File: config.mk
export PLATFORM = sky130hd
export DESIGN_NAME = ycbcr422_rgb_ctrl_flat
export DESIGN_NICKNAME = d
export VERILOG_FILES = /design/src/rtl/ycbcr422_rgb_ctrl_if.sv /design/src/rtl/ycbcr422_rgb_ctrl.sv /design/src/flat_wrapper.sv
export SDC_FILE = /design/constraint.sdc
export NUM_CORES = 1
export LEC_CHECK = 0
export CAP_MARGIN = 0
export CORE_ASPECT_RATIO = 1.25
export CORE_UTILIZATION = 65
export DETAILED_ROUTE_END_ITERATION = 16
export DONT_BUFFER_PORTS = 1
export PLACE_DENSITY = 0.93
export REMOVE_ABC_BUFFERS = 1
export SYNTH_ARGS = -nofsm -noshare
export SYNTH_HDL_FRONTEND = slang
export SYNTH_SLANG_ARGS = --single-unit
File: constraint.sdc
create_clock -name i_clk_74M -period 7.6 [get_ports i_clk_74M]
set_clock_uncertainty 0.15 [all_clocks]
set_input_delay 0.76 -clock i_clk_74M [delete_from_list [all_inputs] [get_ports i_clk_74M]]
set_output_delay 0.76 -clock i_clk_74M [all_outputs]
set_load 0.01 [all_outputs]
File: src/rtl/ycbcr422_rgb_ctrl_if.sv
// ---------------------------------------------------------------------------
// ycbcr422_rgb_ctrl_if
// Handshake between the packet receive FIFO (first-word-fall-through) and the
// display-side YCbCr 4:2:2 to RGB controller.
//
// Signals:
//   fifo_data  [28:27] x_count, [26:16] y_count, [15:8] Y, [7:0] C
//   fifo_empty FIFO has no word to offer
//   fifo_read  read strobe; the word on fifo_data is consumed this cycle
//
// Modports:
//   master  the controller (issues reads)
//   slave   the FIFO side (offers data)
// ---------------------------------------------------------------------------
interface ycbcr422_rgb_ctrl_if;
  logic [28:0] fifo_data;
  logic        fifo_empty;
  logic        fifo_read;

  modport master (input fifo_data, input fifo_empty, output fifo_read);
  modport slave  (output fifo_data, output fifo_empty, input fifo_read);
endinterface

File: src/rtl/ycbcr422_rgb_ctrl.sv
// ---------------------------------------------------------------------------
// ycbcr422_rgb_ctrl
// Drains packed YCbCr 4:2:2 pixels from the receive FIFO during the active
// window and converts them to clipped RGB in a fixed 3-stage pipeline.
// Adds tile selection, test patterns, FIFO-underflow protection and a
// per-line sequence check against the timing generator's line number.
//
// Ports:
//   i_clk_74M        pixel clock
//   i_rst            synchronous active-high reset
//   i_vcnt, i_hcnt   timing generator counters
//   i_mode           0 video, 1 gradient, 2 colour bars, 3 black
//   i_tile           tile index shown by this display
//   i_clr            clears underflow flag and both error counters
//   fifo             FIFO handshake (master side)
//   o_de             pixel valid, active window delayed by 3 cycles
//   o_r, o_g, o_b    RGB pixel
//   o_underflow      sticky underflow flag
//   o_line_err       one-cycle pulse on a line sequence mismatch
//   o_underflow_cnt  saturating underflow count
//   o_line_err_cnt   saturating line-error count
// ---------------------------------------------------------------------------
module ycbcr422_rgb_ctrl #(
  parameter logic [11:0] H_START   = 12'd1,
  parameter logic [11:0] H_FIN     = 12'd1201,
  parameter logic [11:0] V_START   = 12'd24,
  parameter logic [11:0] V_FIN     = 12'd745,
  parameter int          TILE_BITS = 2,
  parameter int          ERR_CNT_W = 16
) (
  input  logic                 i_clk_74M,
  input  logic                 i_rst,
  input  logic [11:0]          i_vcnt,
  input  logic [11:0]          i_hcnt,
  input  logic [1:0]           i_mode,
  input  logic [TILE_BITS-1:0] i_tile,
  input  logic                 i_clr,
  ycbcr422_rgb_ctrl_if.master  fifo,
  output logic                 o_de,
  output logic [7:0]           o_r,
  output logic [7:0]           o_g,
  output logic [7:0]           o_b,
  output logic                 o_underflow,
  output logic                 o_line_err,
  output logic [ERR_CNT_W-1:0] o_underflow_cnt,
  output logic [ERR_CNT_W-1:0] o_line_err_cnt
);

  // ---------------- active window ----------------
  logic hactive_reg, vactive_reg;
  logic active, fifo_read, slot_underflow;

  always_ff @(posedge i_clk_74M) begin
    if (i_rst) begin
      hactive_reg <= 1'b0;
      vactive_reg <= 1'b0;
    end else begin
      if (i_hcnt == H_START)    hactive_reg <= 1'b1;
      else if (i_hcnt == H_FIN) hactive_reg <= 1'b0;
      if (i_vcnt == V_START)    vactive_reg <= 1'b1;
      else if (i_vcnt == V_FIN) vactive_reg <= 1'b0;
    end
  end

  // Reads happen in every mode so the FIFO stream stays pixel-aligned even
  // while a test pattern is displayed.
  assign active         = hactive_reg & vactive_reg;
  assign fifo_read      = active & ~fifo.fifo_empty;
  assign slot_underflow = active & fifo.fifo_empty;
  assign fifo.fifo_read = fifo_read;

  // ---------------- line sequence check ----------------
  logic        line_pending_reg;
  logic [10:0] line_offset;
  logic        line_mismatch;

  assign line_offset   = 11'(i_vcnt - V_START);
  // Only the first successful read of a line is checked; an underflowed
  // slot leaves the check pending for the next real word.
  assign line_mismatch = fifo_read & line_pending_reg &
                         (fifo.fifo_data[26:16] != line_offset);

  always_ff @(posedge i_clk_74M) begin
    if (i_rst)                  line_pending_reg <= 1'b0;
    else if (i_hcnt == H_START) line_pending_reg <= 1'b1;
    else if (fifo_read)         line_pending_reg <= 1'b0;
  end

  // ---------------- error flag and counters ----------------
  logic [1:0] err_event;
  assign err_event = {line_mismatch, slot_underflow};

  always_ff @(posedge i_clk_74M) begin
    if (i_rst) begin
      o_underflow <= 1'b0;
      o_line_err  <= 1'b0;
    end else begin
      if (slot_underflow) o_underflow <= 1'b1;
      else if (i_clr)     o_underflow <= 1'b0;
      o_line_err <= line_mismatch;
    end
  end

  // A clear coinciding with a new event leaves the count at one.
  for (genvar gi = 0; gi < 2; gi++) begin : g_err_cnt
    logic [ERR_CNT_W-1:0] cnt_reg;
    always_ff @(posedge i_clk_74M) begin
      if (i_rst)
        cnt_reg <= '0;
      else if (err_event[gi])
        cnt_reg <= i_clr ? ERR_CNT_W'(1)
                 : ((&cnt_reg) ? cnt_reg : cnt_reg + ERR_CNT_W'(1));
      else if (i_clr)
        cnt_reg <= '0;
    end
  end

  assign o_underflow_cnt = g_err_cnt[0].cnt_reg;
  assign o_line_err_cnt  = g_err_cnt[1].cnt_reg;

  // ---------------- stage 1: latch ----------------
  logic                 s1_valid_reg, s1_uf_reg;
  logic [7:0]           s1_y_reg, cb_reg, cr_reg;
  logic [1:0]           s1_mode_reg;
  logic [TILE_BITS-1:0] s1_tile_reg, s1_xcount_reg;
  logic [7:0]           s1_hpat_reg, s1_vpat_reg;

  always_ff @(posedge i_clk_74M) begin
    if (i_rst) begin
      s1_valid_reg  <= 1'b0;
      s1_uf_reg     <= 1'b0;
      s1_y_reg      <= 8'd0;
      cb_reg        <= 8'd128;
      cr_reg        <= 8'd128;
      s1_mode_reg   <= 2'd0;
      s1_tile_reg   <= '0;
      s1_xcount_reg <= '0;
      s1_hpat_reg   <= 8'd0;
      s1_vpat_reg   <= 8'd0;
    end else begin
      s1_valid_reg <= active;
      s1_uf_reg    <= slot_underflow;
      s1_mode_reg  <= i_mode;
      s1_tile_reg  <= i_tile;
      s1_hpat_reg  <= i_hcnt[9:2];
      s1_vpat_reg  <= i_vcnt[8:1];
      if (fifo_read) begin
        s1_y_reg      <= fifo.fifo_data[15:8];
        s1_xcount_reg <= fifo.fifo_data[27 +: TILE_BITS];
      end
      // Neutral chroma at each line start so nothing bleeds across lines.
      if (i_hcnt == H_START) begin
        cb_reg <= 8'd128;
        cr_reg <= 8'd128;
      end else if (fifo_read) begin
        if (i_hcnt[0]) cb_reg <= fifo.fifo_data[7:0];
        else           cr_reg <= fifo.fifo_data[7:0];
      end
    end
  end

  // ---------------- stage 2: matrix terms ----------------
  logic signed [19:0] y20, cb20, cr20;
  logic signed [19:0] r_term_reg, g_term_reg, b_term_reg;
  logic               s2_valid_reg, s2_uf_reg, s2_tile_match_reg;
  logic [1:0]         s2_mode_reg;
  logic [7:0]         s2_hpat_reg, s2_vpat_reg;

  assign y20  = signed'({12'd0, s1_y_reg});
  assign cb20 = signed'({12'd0, cb_reg});
  assign cr20 = signed'({12'd0, cr_reg});

  always_ff @(posedge i_clk_74M) begin
    if (i_rst) begin
      r_term_reg        <= 20'sd0;
      g_term_reg        <= 20'sd0;
      b_term_reg        <= 20'sd0;
      s2_valid_reg      <= 1'b0;
      s2_uf_reg         <= 1'b0;
      s2_tile_match_reg <= 1'b0;
      s2_mode_reg       <= 2'd0;
      s2_hpat_reg       <= 8'd0;
      s2_vpat_reg       <= 8'd0;
    end else begin
      r_term_reg <= (y20 <<< 8) + (20'sd359 * cr20) - 20'sd45952;
      g_term_reg <= (y20 <<< 8) + 20'sd34688 - (20'sd183 * cr20) - (20'sd88 * cb20);
      b_term_reg <= (y20 <<< 8) + (20'sd454 * cb20) - 20'sd58112;
      s2_valid_reg      <= s1_valid_reg;
      s2_uf_reg         <= s1_uf_reg;
      s2_tile_match_reg <= (s1_xcount_reg == s1_tile_reg);
      s2_mode_reg       <= s1_mode_reg;
      s2_hpat_reg       <= s1_hpat_reg;
      s2_vpat_reg       <= s1_vpat_reg;
    end
  end

  // ---------------- stage 3: clip and select ----------------
  function automatic logic [7:0] clip8(input logic signed [19:0] term);
    logic signed [19:0] shifted;
    shifted = term >>> 8;
    if (shifted < 20'sd0)        clip8 = 8'd0;
    else if (shifted > 20'sd255) clip8 = 8'd255;
    else                         clip8 = shifted[7:0];
  endfunction

  logic [7:0] r_next, g_next, b_next;

  always_comb begin
    r_next = 8'd0;
    g_next = 8'd0;
    b_next = 8'd0;
    if (s2_valid_reg) begin
      case (s2_mode_reg)
        2'd1: begin
          g_next = s2_vpat_reg;
          b_next = s2_hpat_reg;
        end
        2'd2: begin
          // hpat holds hcnt[9:2], so hcnt[9:7] are its top three bits.
          r_next = {8{s2_hpat_reg[7]}};
          g_next = {8{s2_hpat_reg[6]}};
          b_next = {8{s2_hpat_reg[5]}};
        end
        2'd0: begin
          if (!s2_uf_reg && s2_tile_match_reg) begin
            r_next = clip8(r_term_reg);
            g_next = clip8(g_term_reg);
            b_next = clip8(b_term_reg);
          end
        end
        default: ;
      endcase
    end
  end

  always_ff @(posedge i_clk_74M) begin
    if (i_rst) begin
      o_de <= 1'b0;
      o_r  <= 8'd0;
      o_g  <= 8'd0;
      o_b  <= 8'd0;
    end else begin
      o_de <= s2_valid_reg;
      o_r  <= r_next;
      o_g  <= g_next;
      o_b  <= b_next;
    end
  end

endmodule
File: src/flat_wrapper.sv
// flat-port wrapper written by rule: the top's interface ports become plain ports
module ycbcr422_rgb_ctrl_flat 
#(
  parameter logic [11:0] H_START   = 12'd1,
  parameter logic [11:0] H_FIN     = 12'd1201,
  parameter logic [11:0] V_START   = 12'd24,
  parameter logic [11:0] V_FIN     = 12'd745,
  parameter int          TILE_BITS = 2,
  parameter int          ERR_CNT_W = 16
)
  (i_clk_74M, i_rst, i_vcnt, i_hcnt, i_mode, i_tile, i_clr, o_de, o_r, o_g, o_b, o_underflow, o_line_err, o_underflow_cnt, o_line_err_cnt, fifo_fifo_data, fifo_fifo_empty, fifo_fifo_read);
  ycbcr422_rgb_ctrl_if fifo_i ();
  input  logic i_clk_74M;
  input  logic i_rst;
  input  logic [11:0] i_vcnt;
  input  logic [11:0] i_hcnt;
  input  logic [1:0] i_mode;
  input  logic [TILE_BITS-1:0] i_tile;
  input  logic i_clr;
  output logic o_de;
  output logic [7:0] o_r;
  output logic [7:0] o_g;
  output logic [7:0] o_b;
  output logic o_underflow;
  output logic o_line_err;
  output logic [ERR_CNT_W-1:0] o_underflow_cnt;
  output logic [ERR_CNT_W-1:0] o_line_err_cnt;
  input wire logic [$bits(fifo_i.fifo_data)-1:0] fifo_fifo_data;
  input wire logic [$bits(fifo_i.fifo_empty)-1:0] fifo_fifo_empty;
  output wire logic [$bits(fifo_i.fifo_read)-1:0] fifo_fifo_read;
  assign fifo_i.fifo_data = fifo_fifo_data;
  assign fifo_i.fifo_empty = fifo_fifo_empty;
  assign fifo_fifo_read = fifo_i.fifo_read;
  ycbcr422_rgb_ctrl #(.H_START(H_START), .H_FIN(H_FIN), .V_START(V_START), .V_FIN(V_FIN), .TILE_BITS(TILE_BITS), .ERR_CNT_W(ERR_CNT_W)) u_core (.i_clk_74M(i_clk_74M), .i_rst(i_rst), .i_vcnt(i_vcnt), .i_hcnt(i_hcnt), .i_mode(i_mode), .i_tile(i_tile), .i_clr(i_clr), .fifo(fifo_i), .o_de(o_de), .o_r(o_r), .o_g(o_g), .o_b(o_b), .o_underflow(o_underflow), .o_line_err(o_line_err), .o_underflow_cnt(o_underflow_cnt), .o_line_err_cnt(o_line_err_cnt));
endmodule
==> results_dict.tcl <==
set metrics [dict create \
    min_period_ns 6.618 \
    grt_max_degree 98 \
    grt_pass1_wl_um 46710 \
    synth_top_cells_by_count "ha_1 (186), inv_1 (179), dfxtp_1 (167)" \
    grt.busiest_layer "met2" \
    drt-vias-per-instance 6.152 \
    powerDensity_nw_per_um2 142.7 \
    power_frac_comb_pct 2.2 \
    post-dp-hpwl_um 21000 \
    cp_max_fo 8 \
    coreArea_um2 18100 \
    n_antenna_cell 0 \
    power_switching_share_pct 22.62 \
    ys.flop_type "dfxtp_1" \
    cts_resized 0 \
    drive_gt1_share_pct 4.068 \
    outcome "finished clean" \
    worstPathRequired_ns 7.77 \
    die_area_um2 18990 \
    syn_area_um2 11990 \
    vdd_drop_max_uv 181.9 \
    min_path_type "in -> reg" \
    initial_core_util_pct 66.22 \
    worst-endpoint-arrival_ns 6.79 \
    postRouteAntennaNets 0 \
    startpoint_type "flip-flop" \
    synthDistinctLibCells 63 \
    hold_buffers 0 \
    p_seq_share_pct 48.8 \
    n_fill_cell 1211 \
    grt_setup_unrepaired "no" \
    synth_edf_count 0 \
    yosysWarnings 0 \
    clock_sink_count 167 \
    ys_top_cells_by_area "dfxtp_1 (28%), ha_1 (19%), fa_1 (9.7%)" \
    finalSetupViolCount 0 \
    p_clk_share_pct 49.0 \
    die_h_um 153.8 \
    path_class "reg -> reg" \
    power_switching_uw 411.1 \
    grt_usage_pct 31.38 \
    use_met3_pct 7.196 \
    first_pass_iters 8 \
    cp-end-kind "flip-flop" \
    max_freq_ghz 0.1511 \
    leakage_uw 0.005770 \
    drtIter0Drc 670 \
    relSlewSlack_pct 24.52 \
    wire_per_inst_um 17.98 \
    vias 9720 \
    finalCritPeriodShare_pct 87.08 \
    numPortBuffers 0 \
    yosys.area.top_type "dfxtp_1" \
    yosysSeqAreaShare_pct 27.89 \
    synth_seq_cells 167 \
    postCtsSetupBuffers 0 \
    nets 1644 \
    grt_overflow_total 0 \
    numCtsBuffers 17 \
    path_clk_slew_ns 0.07 \
    finalMaxSlewViolations 0 \
    cap_violations 0 \
    holdPathStages 1 \
    async_flop_share_pct 0 \
    fin_total_pwr_uw 1817 \
    synth.most_common_cell "ha_1" \
    internal_power_uw 1406 \
    hold_viol_final 0 \
    rows 55 \
    ctsLongestPathBuffers 2 \
    synth.top_cell.area_share_pct 27.89 \
    avgSynthCellArea_um2 8.852 \
    io_pins 121 \
    setup_tns_ns 0 \
    antenna_found_initial 0 \
    tightestPinTransition_ns 1.118 \
    clock-root-buffer "clkbuf_16" \
    drc 0 \
    cts_tree "yes" \
    gp_congestion 0.9329 \
    synthCells 1354 \
    gr-usage-met2_pct 55.33 \
    insertion_delay_ns 0.44 \
    rr_worst_depth 22 \
    die_w_um 123.5 \
    area_growth_pct 6.285 \
    grt_pass1_vias 10022 \
    wirelength_um 28400 \
    use_met1_pct 34.19 \
    htreeDepth 4 \
]
==> per-layer routing <==
| layer | wire length (um) | vias up |
|---|---|---|
| met1 | 10430 | 4616 |
| met4 | 1488 | 0 |
| li1 | - | 4534 |
| met2 | 14690 | 440 |
| met5 | 0 | - |
| met3 | 1794 | 130 |
==> critical path: stages, from the launching register on <==
cell and delay, ns:
dfxtp_1 0.47, inv_1 0.08, ha_1 0.37, inv_1 0.08, fa_1 0.51, fa_1 0.52, inv_1 0.06, fa_1 0.53
inv_1 0.04, ha_1 0.33, or2_2 0.33, a21oi_1 0.25, nor3_1 0.10, a2111oi_0 0.62, xnor2_1 0.19, fa_1 0.56
inv_1 0.04, ha_1 0.38, a21o_1 0.19, a21oi_1 0.26, a2111oi_0 0.13, a31oi_1 0.20, nand3_1 0.11
==> through the flow <==
stage               hold WS (ns)  utilization, %  cells  cell area [um^2]  worst slack (ns)
finish                    0.2418           70.38   1580             12740            0.9822
detailed placement        0.2704           67.05   1548             12140             1.151
global placement          0.2690           67.05   1548             12140             1.312
floorplan                 0.2638               -   1317             11820             1.594
global route              0.2290           70.38   1580             12740            0.4809
CTS                       0.2375           70.38   1580             12740             1.033
==> logic make-up after synthesis <==
kind of cell / count (synthesis) / synth area share, %
xor+xnor: 92 / 6.723
simple gates: 374 / 15.88
fa+ha+maj: 244 / 29.11
flops: 167 / 27.89
buf+inv: 216 / 6.973
compound gates: 259 / 13.26
mux: 2 / 0.1670
==> final cells by class <==
class                   instances  area (um^2)  area share, %
clock buffers                  19        442.9          3.477
clock inverters                13        160.2          1.257
inverters                     179        671.9          5.275
multi-input cells             971         7812          61.33
flip-flops and latches        167         3343          26.24
well taps                     228        285.3          2.239
repair buffers                  3        22.52         0.1768
==> path summary, 6_finish.rpt <==
check / slack, ns / from / endpoint
worst min register to register: 0.28 / u_core.s1_vpat_reg[3] / u_core.s2_vpat_reg[3]
worst max register to register: 0.98 / u_core.cr_reg[6] / u_core.g_term_reg[15]
worst min-delay path: 0.24 / i_rst / u_core.s2_hpat_reg[1]
worst max-delay path: 0.98 / u_core.cr_reg[6] / u_core.g_term_reg[15]
==> layout by cell type (no fill, tap or decap), types with 10 or more instances in the layout <==
cell type	instances
inv_1	179
xor2_1	36
nor3_1	18
nor2b_1	55
dfxtp_1	167
a21o_1	23
clkbuf_16	17
ha_1	186
a21oi_1	110
xnor2_1	56
fa_1	58
a31oi_1	13
nand2_1	95
nand3_1	26
nor4_1	13
o21ai_0	51
or3_1	12
nor2_1	87
a211oi_1	10
==> power by group through the flow <==
stage	combinational, uW	sequential, uW	clock [uW]
after detailed placement	38.5	907	0
after global placement	36.9	907	0
final	39.4	888	890
after global routing	43.0	888	927
after floorplan	31.1	906	0
after CTS	39.1	888	892
(Power assumes the default switching activity.)
